## src/rtl/w_stream_pkg.sv

```systemverilog
// Shared types and header layout for the weight-stream transmitter.
// The stream carries one header beat, then the layer's payload beats.
package w_stream_pkg;

    localparam int BEAT_W = 128;
    localparam int BEATS_W = 14;
    localparam int RD_LEN_W = 11;

    localparam logic [7:0] HDR_SYNC = 8'hA5;
    localparam int HDR_SYNC_LSB = 120;
    localparam int HDR_BEATS_LSB = 106;
    localparam int HDR_RD_LEN_LSB = 0;

    typedef enum logic [1:0] {
        ST_IDLE,
        ST_HDR,
        ST_FETCH,
        ST_DRAIN
    } state_t;

    function automatic logic [BEAT_W-1:0] make_header(
        input logic [BEATS_W-1:0] beats,
        input logic [RD_LEN_W-1:0] rd_len
    );
        logic [BEAT_W-1:0] h;
        h = '0;
        h[HDR_SYNC_LSB +: 8] = HDR_SYNC;
        h[HDR_BEATS_LSB +: BEATS_W] = beats;
        h[HDR_RD_LEN_LSB +: RD_LEN_W] = rd_len;
        return h;
    endfunction

endpackage

```

## src/rtl/w_tx_fifo.sv

```systemverilog
// Synchronous show-ahead FIFO: the head entry is visible on rd_data while
// the FIFO is non-empty, and reads as zero while it is empty.
module w_tx_fifo #(
    parameter int DEPTH = 8,
    parameter int WIDTH = 128
) (
    input  logic                           clk_100M,
    input  logic                           rst_n,
    input  logic                           wr_en,
    input  logic [WIDTH-1:0]               wr_data,
    input  logic                           rd_en,
    output logic [WIDTH-1:0]               rd_data,
    output logic [$clog2(DEPTH+1)-1:0]     count,
    output logic                           empty
);

    localparam int PTR_W = $clog2(DEPTH);
    localparam int CNT_W = $clog2(DEPTH + 1);

    logic [WIDTH-1:0] mem [DEPTH];
    logic [PTR_W-1:0] wr_ptr_q;
    logic [PTR_W-1:0] rd_ptr_q;
    logic [CNT_W-1:0] count_q;
    logic             do_rd;

    assign empty   = (count_q == '0);
    assign count   = count_q;
    assign do_rd   = rd_en & ~empty;
    assign rd_data = empty ? '0 : mem[rd_ptr_q];

    // NOTE: the storage array has no reset; the pointers and count alone decide validity.
    always_ff @(posedge clk_100M) begin
        if (wr_en) begin
            mem[wr_ptr_q] <= wr_data;
        end
    end

    always_ff @(posedge clk_100M or negedge rst_n) begin
        if (!rst_n) begin
            wr_ptr_q <= '0;
            rd_ptr_q <= '0;
            count_q  <= '0;
        end else begin
            if (wr_en) begin
                wr_ptr_q <= wr_ptr_q + PTR_W'(1);
            end
            if (do_rd) begin
                rd_ptr_q <= rd_ptr_q + PTR_W'(1);
            end
            case ({wr_en, do_rd})
                2'b10:   count_q <= count_q + CNT_W'(1);
                2'b01:   count_q <= count_q - CNT_W'(1);
                default: count_q <= count_q;
            endcase
        end
    end

endmodule

```

## src/rtl/w_stream_tx.sv

```systemverilog
// Weight-stream transmitter: turns one layer command into a header beat plus
// payload beats read from memory, buffered through a credit-managed FIFO.
module w_stream_tx
    import w_stream_pkg::*;
#(
    parameter int ADDR_W     = 16,
    parameter int RD_LAT     = 2,
    parameter int FIFO_DEPTH = 8
) (
    input  logic                clk_100M,
    input  logic                rst_n,
    input  logic                cmd_vld,
    output logic                cmd_rdy,
    input  logic [ADDR_W-1:0]   cmd_base_addr,
    input  logic [BEATS_W-1:0]  cmd_beats,
    input  logic [RD_LEN_W-1:0] cmd_rd_len,
    output logic                mem_rd_en,
    output logic [ADDR_W-1:0]   mem_rd_addr,
    input  logic [BEAT_W-1:0]   mem_rd_data,
    output logic                w_in_vld,
    output logic [BEAT_W-1:0]   w_in,
    input  logic                w_in_rdy,
    output logic                busy,
    output logic                done
);

    localparam int CNT_W = $clog2(FIFO_DEPTH + 1);
    localparam logic [CNT_W:0] DEPTH_C = (CNT_W + 1)'(FIFO_DEPTH);

    state_t state_q;
    state_t state_d;

    logic [ADDR_W-1:0]   base_q;
    logic [BEATS_W-1:0]  beats_q;
    logic [BEATS_W-1:0]  issued_q;
    logic [RD_LEN_W-1:0] rd_len_q;
    logic [RD_LAT-1:0]   vld_sr_q;
    logic [CNT_W-1:0]    inflight_q;
    logic [CNT_W-1:0]    fifo_count;

    logic              fifo_empty;
    logic              fifo_wr;
    logic [BEAT_W-1:0] fifo_wr_data;
    logic              credit;
    logic              hdr_wr;
    logic              ret_vld;
    logic              pop;
    logic              cmd_acc;
    logic              last_issue;
    logic              last_pop;

    // Credit counts both buffered beats and reads whose data is still in the memory pipe.
    assign credit     = ({1'b0, fifo_count} + {1'b0, inflight_q}) < DEPTH_C;
    assign ret_vld    = vld_sr_q[RD_LAT-1];
    assign w_in_vld   = ~fifo_empty;
    assign pop        = w_in_vld & w_in_rdy;
    assign cmd_acc    = cmd_vld & cmd_rdy;
    assign last_issue = (issued_q + BEATS_W'(1)) == beats_q;
    assign last_pop   = pop && (fifo_count == CNT_W'(1)) && (inflight_q == '0);

    assign mem_rd_addr  = base_q + ADDR_W'(issued_q);
    assign fifo_wr      = hdr_wr | ret_vld;
    assign fifo_wr_data = hdr_wr ? make_header(beats_q, rd_len_q) : mem_rd_data;

    always_ff @(posedge clk_100M or negedge rst_n) begin
        if (!rst_n) begin
            state_q <= ST_IDLE;
        end else begin
            state_q <= state_d;
        end
    end

    // NOTE: every combinational output gets a default first so no path infers a latch.
    always_comb begin
        state_d = state_q;
        case (state_q)
            ST_IDLE:  if (cmd_vld) state_d = ST_HDR;
            ST_HDR:   if (credit) state_d = (beats_q == '0) ? ST_DRAIN : ST_FETCH;
            ST_FETCH: if (credit && last_issue) state_d = ST_DRAIN;
            ST_DRAIN: if (last_pop) state_d = ST_IDLE;
            default:  state_d = ST_IDLE;
        endcase
    end

    always_comb begin
        cmd_rdy   = 1'b0;
        busy      = 1'b1;
        mem_rd_en = 1'b0;
        hdr_wr    = 1'b0;
        case (state_q)
            ST_IDLE: begin
                cmd_rdy = 1'b1;
                busy    = 1'b0;
            end
            ST_HDR:   hdr_wr    = credit;
            ST_FETCH: mem_rd_en = credit;
            default:  ;
        endcase
    end

    // NOTE: sequential state uses non-blocking assignments so all registers update together.
    always_ff @(posedge clk_100M or negedge rst_n) begin
        if (!rst_n) begin
            base_q     <= '0;
            beats_q    <= '0;
            issued_q   <= '0;
            rd_len_q   <= '0;
            vld_sr_q   <= '0;
            inflight_q <= '0;
            done       <= 1'b0;
        end else begin
            if (cmd_acc) begin
                base_q   <= cmd_base_addr;
                beats_q  <= cmd_beats;
                rd_len_q <= cmd_rd_len;
                issued_q <= '0;
            end else if (mem_rd_en) begin
                issued_q <= issued_q + BEATS_W'(1);
            end

            vld_sr_q[0] <= mem_rd_en;
            for (int i = 1; i < RD_LAT; i++) begin
                vld_sr_q[i] <= vld_sr_q[i-1];
            end

            case ({mem_rd_en, ret_vld})
                2'b10:   inflight_q <= inflight_q + CNT_W'(1);
                2'b01:   inflight_q <= inflight_q - CNT_W'(1);
                default: inflight_q <= inflight_q;
            endcase

            done <= (state_q == ST_DRAIN) && last_pop;
        end
    end

    w_tx_fifo #(
        .DEPTH (FIFO_DEPTH),
        .WIDTH (BEAT_W)
    ) u_fifo (
        .clk_100M (clk_100M),
        .rst_n    (rst_n),
        .wr_en    (fifo_wr),
        .wr_data  (fifo_wr_data),
        .rd_en    (pop),
        .rd_data  (w_in),
        .count    (fifo_count),
        .empty    (fifo_empty)
    );

endmodule

```

## config.mk

```make
export PLATFORM = sky130hd
export DESIGN_NAME = w_stream_tx
export DESIGN_NICKNAME = d
export VERILOG_FILES = /design/src/rtl/w_stream_pkg.sv /design/src/rtl/w_tx_fifo.sv /design/src/rtl/w_stream_tx.sv
export SDC_FILE = /design/constraint.sdc
export NUM_CORES = 1
export LEC_CHECK = 0
export BUFFER_PORTS_ARGS = -buffer_cell sky130_fd_sc_hd__buf_2
export CAP_MARGIN = 0
export CORE_ASPECT_RATIO = 1.2
export CORE_UTILIZATION = 60
export DETAILED_ROUTE_END_ITERATION = 6
export PLACE_DENSITY = 0.8
export SYNTH_ARGS = -nofsm -noshare
export SYNTH_HDL_FRONTEND = slang
export SYNTH_SLANG_ARGS = --single-unit
```

## constraint.sdc

```tcl
create_clock -name clk_100M -period 21.5 [get_ports clk_100M]
set_input_delay 4.3 -clock clk_100M [delete_from_list [all_inputs] [get_ports clk_100M]]
set_output_delay 4.3 -clock clk_100M [all_outputs]
set_load 0.005 [all_outputs]
```

==> key figures <==
Synthesis
  • Count leader, synth: edfxtp_1
  • Top post-synthesis cells by area: edfxtp_1 (70%), mux4_2 (13%), dfrtp_1 (4.2%), mux2i_1 (3.0%), and2_1 (1.5%)
  • Asr flop ratio synth: 0.06740
  • Synth top cells by count: edfxtp_1 (1024), mux4_2 (256), nor2_1 (165)
  • Synth warnings: 0
  • Post-synth EDFFs: 1024
  • Yosys top cell by area: edfxtp_1
  • Yosys reg bits: 1098
  • Avg Inst Size Synth: 19.89 um^2
  • Top cell type's share of synthesized area: 0.6973
  • Syn nets: about 2400
  • Post-synthesis sequential area ratio: 0.7393
  • Cell variety after synth: 64
  • Synthesized instance count: 2217
  • Netlist Area Pre-Place: roughly 0.044 mm^2
  • Top FF cell, synth: edfxtp_1

Die
  • I/O Pins: 322
  • Die Ht: 299.0 um
  • FP Rows: roughly 110
  • Core Area: 0.07256 mm^2
  • Die Wd: 249.5 um
  • Initial core utilization: 0.6077
  • Die ar.: roughly 0.075 mm^2

CTS
  • Skew-Pair Late Insertion Delay: 0.66 ns
  • Cts hold-fix bufs: 0
  • Clock sinks: 1098
  • Cts bufs inserted: 100
  • # resized after CTS: 0
  • H-tree Lvls: 3
  • Clock transition at the registers of the reported paths: approximately 0.060 ns
  • Post-CTS Setup Bufs: 0
  • Maximum clock path buffer count: 3
  • CTS Root Cell: clkbuf_16
  • CTS tree: built

Global route
  • Busiest grt layer: met2
  • Vias in the first global route: 23430
  • Met1 usage: 0.3331
  • Largest net degree at the start of global routing: 145
  • Antenna violations before repair: 13
  • M2 GR Usage: 0.4326
  • Grt total ovfl: 0
  • GRT Util Overall: 0.2570
  • Met3 usage: 0.05365
  • Global-route wire length before repair: 141.4 mm

Placement
  • Final Wtd Congestion: 0.8658
  • Port bufs: 321
  • Post-DP HPWL: 50.74 mm
  • Placed Area: 0.04681 mm^2
  • Placement Setup Slack: approximately 13 ns

Power and ir drop
  • Sequential share of power: 0.427
  • Sw Pwr: 2.173 mW
  • PwrDens: 139.9 mW/mm^2
  • Power share of the clock group: 0.251
  • Internal power: 4.834 mW
  • Comb power frac: 0.323
  • P_leak: ~17 nW
  • Worst VDD drop: 151.1 uV
  • Sw Ratio: 0.3101

Timing
  • Final-report setup violation count: 0
  • Worst slew pin tran: 1.173 ns
  • Setup_tns: 0 ns
  • Top achievable clock speed: 0.1128 GHz
  • Period utilization: 0.4122
  • Worst clock skew: 0.02418 ns
  • Tmin final: 8.862 ns
  • Hold Violations, Final: 0
  • Unrepaired setup endpoints after global routing: no
  • Slew margin rel.: 0.2183
  • Worst hold slack: 0.3512 ns
  • PnR worst setup slack: 12.64 ns
  • Slew Viols, Final: 0

Detailed routing
  • DRT Pass-1 Iters: 5
  • Via count: about 22000
  • Vias/cell: 6.188
  • DRC Markers: 0
  • DRT Wirelength: 94.01 mm
  • DRT antenna net count: 0
  • WL/cell: between 20 and 30 um
  • Starting DRT DRC Count: 1830

Final layout
  • Layout area overhead: 13.54%
  • Nets@finish: roughly 2800
  • Share of layout cells above drive strength 1: 0.3183
  • # fillers: 4359
  • Final Cell Area: 0.05007 mm^2

Critical path
  • Critical-path cell list: buf_4 -> buf_4 -> mux4_2 -> mux2i_1 -> nor2_1 -> buf_2
  • Slowest CP cell: dfrtp_4
  • CP dominant cell by count: buf_4
  • Startpoint types: flop
  • Max stage delay on crit path: between 1 and 1.5 ns
  • CP Capture Type: output port
  • Critical Path AT: 4.56 ns
  • Setup CP Type: reg2out
  • Critical Path RT: 17.20 ns
  • Crit path max fanout: 50

Run status
  • Status: completed

Run
  • MaxCap Viol Count: 0

Min path
  • Hold Crit Class: reg2reg
-- power by group through the flow --
stage | combinational (mW) | clock, mW | sequential, mW
final | 2.26 | 1.76 | 2.99
after global routing | 2.44 | 1.86 | 3.02
after CTS | 2.28 | 1.79 | 2.99
after detailed placement | 2.26 | 0 | 3.03
after global placement | 2.21 | 0 | 3.01
after floorplan | 1.56 | 0 | 2.97
-- critical path: cells and delay by family (launching register included) --
kind	cells	cell delay (ns)
buffers and inverters	3	1.92
DFF	1	1.02
muxes	2	0.76
and+or+nand+nor	1	0.11
-- area by class of cell --
type                       instances  area (um^2)  share of cell area
sequential                      1098        32610              0.6513
multi-input combinational        986        11060              0.2209
clock buffer                     125         2713             0.05417
timing repair buffer             358         1909             0.03813
tap                              935         1170             0.02336
clock inverter                    50        533.0             0.01064
inverter                          16        60.06            0.001199
antenna                            6        15.01           0.0002999
-- per-layer routing --
layer  wire length [um]  vias up
li1                   -     9580
met1              36340    11490
met2              48420      864
met3               6408      171
met4               2793        8
met5                 46        -
-- metrics by stage --
| stage | util | cells | power [mW] |
|---|---|---|---|
| floorplan | - | 2217 | 4.525 |
| global placement | 0.6451 | 3393 | 5.215 |
| detailed placement | 0.6451 | 3393 | 5.294 |
| CTS | 0.6898 | 3568 | 7.062 |
| global route | 0.6900 | 3574 | 7.323 |
| finish | 0.6900 | 3574 | 7.007 |
-- layout by cell type (no fill, tap or decap), types with 4 or more instances in the layout --
| master | synthesis | final |
|---|---|---|
| nor3_1 | 9 | 5 |
| bufinv_16 | 0 | 11 |
| clkbuf_16 | 0 | 105 |
| mux2i_1 | 130 | 130 |
| clkinv_1 | 1 | 13 |
| ha_1 | 31 | 31 |
| clkbuf_1 | 63 | 19 |
| mux2_2 | 55 | 55 |
| nor2_4 | 0 | 4 |
| or3_1 | 5 | 5 |
| xnor2_1 | 31 | 31 |
| nor4_1 | 7 | 6 |
| nor2_1 | 165 | 161 |
| nand2_1 | 57 | 56 |
| and2_1 | 104 | 103 |
| o21ai_0 | 17 | 17 |
| nand4b_1 | 4 | 4 |
| diode_2 | 0 | 6 |
| clkinv_2 | 0 | 20 |
| a21oi_1 | 12 | 12 |
| o21a_1 | 5 | 5 |
| nand3_1 | 8 | 8 |
| dfrtp_1 | 74 | 71 |
| mux4_2 | 256 | 256 |
| nor3_2 | 0 | 4 |
| edfxtp_1 | 1024 | 1024 |
| nor2b_1 | 4 | 4 |
| a211oi_1 | 4 | 4 |
| buf_2 | 7 | 321 |
| nand2b_1 | 8 | 8 |
| xor2_1 | 19 | 19 |
| inv_1 | 15 | 15 |
| buf_4 | 1 | 35 |
-- path summary, 6_finish.rpt --
check / startpoint / to / slack (ns) / depth (start not counted)
setup / recovery: u_fifo.rd_ptr_q[0] / w_in[70] / 12.64 / 6
hold / removal: vld_sr_q[0] / vld_sr_q[1] / 0.35 / 0
setup reg to reg: inflight_q[3] / u_fifo.mem[6][107] / 16.62 / 8
hold reg to reg: vld_sr_q[0] / vld_sr_q[1] / 0.35 / 0
max in group asynchronous: rst_n / u_fifo.rd_ptr_q[2] / 16.87 / 2
min in group asynchronous: rst_n / base_q[14] / 3.88 / 2
-- registers in the layout, indices dropped and copies added (netlist names), 4 cells and up --
| name | count |
|---|---|
| base_q | 16 |
| beats_q | 14 |
| inflight_q | 4 |
| issued_q | 14 |
| rd_len_q | 11 |
| u_fifo.count | 4 |
| u_fifo.mem | 1024 |
-- logic make-up (layout without fill, tap and decap cells) --
kind of cell | count (synthesis) | in the layout | share of synthesized area
AOI/OAI and AO/OA | 69 | 69 | 0.01104
xor gates and xnor gates | 50 | 50 | 0.009930
adders and majority gates | 32 | 32 | 0.009249
buffers and inverters | 133 | 549 | 0.01163
DFF | 1098 | 1098 | 0.7393
muxes | 443 | 443 | 0.1748
other | 0 | 6 | 0
and+or+nand+nor | 392 | 392 | 0.04409
Note: power is estimated with default switching activity, not from simulation.
